--- config.mk ---
export PLATFORM = sky130hd
export DESIGN_NAME = eclair_exec_core
export DESIGN_NICKNAME = d
export VERILOG_FILES = /design/src/rtl/eclair_exec_core.sv
export SDC_FILE = /design/constraint.sdc
export NUM_CORES = 1
export LEC_CHECK = 0
export ABC_CLOCK_PERIOD_IN_PS = 7100
export CAP_MARGIN = 20
export CORE_AREA = 2 2 150 94
export DETAILED_ROUTE_END_ITERATION = 8
export DIE_AREA = 0 0 152 96
export PLACE_DENSITY = 0.67
export SLEW_MARGIN = 20
export SYNTH_ARGS = -nofsm -noshare
export SYNTH_HDL_FRONTEND = slang
export SYNTH_SLANG_ARGS = --single-unit
--- constraint.sdc ---
create_clock -name clk -period 7.1 [get_ports clk]
set_input_delay 1.42 -clock clk [delete_from_list [all_inputs] [get_ports clk]]
set_output_delay 1.42 -clock clk [all_outputs]
set_load 0.01 [all_outputs]
--- src/rtl/eclair_exec_core.sv ---
// rtl/eclair_exec_core.sv - ECLair execution core: 74181-style ALU, loadable up-counter, 3-to-8 active-low decoder; ECLAIR_ALU_FLAGS_EN enables c_out/zero
module eclair_exec_core #(
  parameter int WIDTH = 16
) (
  input  logic             clk,
  input  logic             reset,
  input  logic             alu_mode,
  input  logic [3:0]       alu_op,
  input  logic             c_in,
  input  logic [15:0]      x,
  input  logic [15:0]      y,
  output logic [15:0]      z,
  output logic             c_out,
  output logic             zero,
  input  logic             load,
  input  logic             inc,
  input  logic [WIDTH-1:0] preset,
  output logic [WIDTH-1:0] out,
  input  logic [2:0]       dmx_sel,
  input  logic             dmx_en,
  output logic [7:0]       dmx_out
);

`ifdef ECLAIR_ALU_FLAGS_EN
  // the extra sum bit is the carry out of bit 15
  localparam int SW = 17;
`else
  // flags build-out: the adder stays 16 bits wide, no carry chain extension
  localparam int SW = 16;
`endif

  logic [15:0]   arith_p;
  logic [15:0]   arith_q;
  logic [15:0]   logic_z;
  logic [SW-1:0] sum;

  // arithmetic mode: pick the two addend terms for S, then add them with c_in
  always_comb begin
    arith_p = 16'h0000;
    arith_q = 16'h0000;
    case (alu_op)
      4'h0: begin arith_p = x;        arith_q = 16'h0000; end
      4'h1: begin arith_p = x | y;    arith_q = 16'h0000; end
      4'h2: begin arith_p = x | ~y;   arith_q = 16'h0000; end
      4'h3: begin arith_p = 16'hFFFF; arith_q = 16'h0000; end
      4'h4: begin arith_p = x;        arith_q = x & ~y;   end
      4'h5: begin arith_p = x | y;    arith_q = x & ~y;   end
      4'h6: begin arith_p = x;        arith_q = ~y;       end
      4'h7: begin arith_p = x & ~y;   arith_q = 16'hFFFF; end
      4'h8: begin arith_p = x;        arith_q = x & y;    end
      4'h9: begin arith_p = x;        arith_q = y;        end
      4'hA: begin arith_p = x | ~y;   arith_q = x & y;    end
      4'hB: begin arith_p = x & y;    arith_q = 16'hFFFF; end
      4'hC: begin arith_p = x;        arith_q = x;        end
      4'hD: begin arith_p = x | y;    arith_q = x;        end
      4'hE: begin arith_p = x | ~y;   arith_q = x;        end
      4'hF: begin arith_p = x;        arith_q = 16'hFFFF; end
      default: begin arith_p = 16'h0000; arith_q = 16'h0000; end
    endcase
    sum = SW'(arith_p) + SW'(arith_q) + SW'(c_in);
  end

  // logic mode: bitwise function table, carry input plays no part
  always_comb begin
    logic_z = 16'h0000;
    case (alu_op)
      4'h0: logic_z = ~x;
      4'h1: logic_z = ~(x | y);
      4'h2: logic_z = ~x & y;
      4'h3: logic_z = 16'h0000;
      4'h4: logic_z = ~(x & y);
      4'h5: logic_z = ~y;
      4'h6: logic_z = x ^ y;
      4'h7: logic_z = x & ~y;
      4'h8: logic_z = ~x | y;
      4'h9: logic_z = ~(x ^ y);
      4'hA: logic_z = y;
      4'hB: logic_z = x & y;
      4'hC: logic_z = 16'hFFFF;
      4'hD: logic_z = x | ~y;
      4'hE: logic_z = x | y;
      4'hF: logic_z = x;
      default: logic_z = 16'h0000;
    endcase
  end

  // result mux and status flags
  always_comb begin
    z = alu_mode ? logic_z : sum[15:0];
`ifdef ECLAIR_ALU_FLAGS_EN
    c_out = alu_mode ? 1'b0 : sum[16];
    zero  = (z == 16'h0000);
`else
    c_out = 1'b0;
    zero  = 1'b0;
`endif
  end

  // program counter / sequencer: reset beats load beats inc beats hold
  always_ff @(posedge clk) begin
    if (reset) begin
      out <= '0;
    end else if (load) begin
      out <= preset;
    end else if (inc) begin
      out <= out + WIDTH'(1);
    end
  end

  // register load strobe decoder, one active-low line when enabled
  always_comb begin
    dmx_out = 8'hFF;
    if (dmx_en) begin
      dmx_out = ~(8'h01 << dmx_sel);
    end
  end

endmodule

==> metrics <==
Clock Path Buffers=2; FF-to-FF End=out[15]$_SDFFE_PP0P_; Crit path largest cell delay=between 0.5 and 0.6 ns; final critical-path required period=between 6 and 7 ns; routed len/inst=between 20 and 25 um; Initial DRT Pass Iterations=7; worst vdd ir=0.00006904 V; syn_area_per_cell=6.686 um^2; Vias=a little over 7,000; global route overflow=0; HP Class=reg2reg; metal2 WL=between 8000 and 9000 um; Setup Crit Path Kind=in2out; delay-heaviest family, CP=compound AO/OA/AOI/OAI gates; Max Cap Viol=0; Via density=approximately 6.3; core area=13,250 um^2; R2R cell count=7; # clock sinks=16; first-pass GRT wire length=36,600 um; Worst Hold Launch=out[11]$_SDFFE_PP0P_; Gate Count Post-Synth=between 800 and 900; clk_lat worst skew=~0.25 ns; post-synthesis instance area=roughly 5800 um^2; CTS Buf Count=3; final worst-path cycle share=between 90% and 100%; RD Place Congestion=approximately 1.0; Slew headroom=roughly 52%; f_max=about 150 MHz; Biggest register=out; Power, Total=0.8274 mW; Die X=about 150 um; Die ar.=between 10,000 and 15,000 um^2; M1 WL=roughly 11,000 um; Post-synth EDFFs=0; hold path cells=4; WP data required=5.68 ns; vias in the first global route=6,487; power density cells=approximately 120 nW/um^2; critical path buffer and inverter count=2; Reg-to-Reg Start=out[2]$_SDFFE_PP0P_; setup TNS=0 ns; largest net degree at the start of global routing=32; Critical Path AT=5.42 ns; Antenna Nets Post-Route=0; Yosys Warn Count=0; Worst Skew=between 0.001 and 0.0015 ns; FF-to-FF setup slack=5.26 ns; Worst-Margin Slew=between 0.7 and 0.8 ns; CTS root buf=clkbuf_16; layout cells sized above 1=9.063%; CP cell instances=clkdlybuf4s50_1 -> ha_1 -> nor2b_1 -> a211oi_1 -> o22ai_1 -> a211o_1 -> ha_1 -> nand3_1 -> o211ai_1 -> nand4_1 -> o211ai_1 -> o21bai_1 -> or3_1 -> a31oi_1 -> clkdlybuf4s50_1; CTS tree=yes; initial antenna violation count=2; RSZ-0062 raised after global routing=no; met3 WL post-DR=about 3700 um; post-synthesis sequential area ratio=between 5 and 6%; Final Hold Viols=0; # rows=33; crit start category=primary input; DRT Wirelength=about 24,000 um; slowest cell on the critical path=clkdlybuf4s50_1; P&R area growth vs syn=22.92%; crit end category=output pin; gr usage total=between 30% and 40%; max reg flops=16; Worst Hold End=out[11]$_SDFFE_PP0P_; max layer used=met5; dominant synthesized flop cell=dfxtp_1; initial drt markers=862; #FFs+latches synth=16; Max Slew Vio Count=0; detailed placement HPWL=roughly 17,000 um; H-Tree Level Count=1; largest registers=out x16; Leakage=just under 3 nW; # nets final=approximately 1,100; outcome=complete, no violations; # IOs=approximately 100; initial core utilization=between 40 and 50%; Synth async-reset ratio=0%; Setup-failing EPs final=0; die height=~96 um; Clock transition at path regs=0.05 ns; crit-path max FO=7; drt drc=0; Distinct cells, synth=76; IO Port Bufs=between 100 and 150
what timing repair did:
item,CTS,global route
gates resized for setup,0,5
hold buffers,0,0
setup buffers,0,1
endpoints found under the setup margin,0,6
cell usage in the layout, fill, tap and decap left out, drive strengths merged, types with 13 or more instances in the layout:
master / n
a21oi: 94
a221oi: 23
a22oi: 14
buf: 55
clkdlybuf4s50: 95
dfxtp: 16
ha: 79
inv: 52
nand2: 93
nand3: 19
nor2: 96
nor2b: 13
o21ai: 69
o22ai: 35
xor2: 17
how the worst max path moves through the flow:
stage / start / end / slack (ns) / cells past startpoint
after floorplan: alu_op[3] / z[14] / 1.18 / 17
after global placement: y[0] / z[14] / 0.19 / 16
after detailed placement: y[0] / z[14] / 0.20 / 16
after CTS: y[0] / z[14] / 0.19 / 18
after global routing: y[2] / z[15] / 0.002 / 15
final: y[2] / z[15] / 0.26 / 15
cells in the mapped netlist (all sizes together) (13+ instances only):
| cell type | instances | area, um^2 |
|---|---|---|
| ha | 79 | 988.5 |
| nor2 | 96 | 381.6 |
| nor2b | 13 | 96.35 |
| nand2 | 93 | 354.1 |
| a221oi | 23 | 201.4 |
| dfxtp | 16 | 320.3 |
| clkbuf | 20 | 75.07 |
| xor2 | 17 | 148.9 |
| o22ai | 35 | 219.0 |
| o21ai | 69 | 345.3 |
| inv | 52 | 195.2 |
| a21oi | 94 | 478.0 |
| nand3 | 19 | 95.09 |
| buf | 47 | 274.0 |
| a22oi | 14 | 105.1 |
tightest hold or removal path, stage by stage (launching register included):
cell and delay (ns):
dfxtp_1 0.35, xor2_1 0.08, nor2_1 0.08, a21oi_1 0.04
nor2_1 0.07
report_power, final:
group          total (mW)  internal, mW  leakage (nW)  switching (mW)
sequential          0.101        0.0953         0.132         0.00598
clock               0.110        0.0740        0.0370          0.0355
combinational       0.617         0.271          2.80           0.346
total               0.827         0.440          2.96           0.387
metal layers:
layer / up-vias / global-route usage, %
li1: 3395 / -
met1: 3192 / 45.88
met2: 533 / 42.04
met3: 64 / 11.75
met4: 2 / 8.567
met5: - / 0
logic make-up after synthesis:
group / Yosys count / synth area share [%]
simple gates: 271 / 21.35
fa+ha+maj: 81 / 17.64
xor+xnor: 27 / 4.056
flops: 16 / 5.494
mux: 16 / 3.455
buf+inv: 119 / 9.335
compound gates: 341 / 38.61
other cells: 1 / 0.06432
layout make-up:
type / count / area (um^2)
Fill cell: 1318 / 6087
Multi-Input combinational cell: 738 / 4991
Timing Repair Buffer: 151 / 1364
Sequential cell: 16 / 320.3
Tap cell: 175 / 219.0
Inverter: 52 / 195.2
Clock buffer: 3 / 75.07
Antenna cell: 1 / 2.502
stage by stage:
step | setup slack, ns | utilization [%] | cell area (um^2) | hold slack [ns] | std cells
4_1_cts | 0.1881 | 53.86 | 7138 | 0.6659 | 1134
3_5_place_dp | 0.2037 | 53.29 | 7063 | 0.6385 | 1131
2_1_floorplan | 1.179 | - | 5834 | 0.6534 | 873
3_3_place_gp | 0.1942 | 53.29 | 7063 | 0.6568 | 1131
5_1_grt | 0.001523 | 54.05 | 7164 | 0.7044 | 1135
6_report | 0.2615 | 54.07 | 7167 | 0.6591 | 1136
Note: power is estimated with default switching activity, not from simulation.
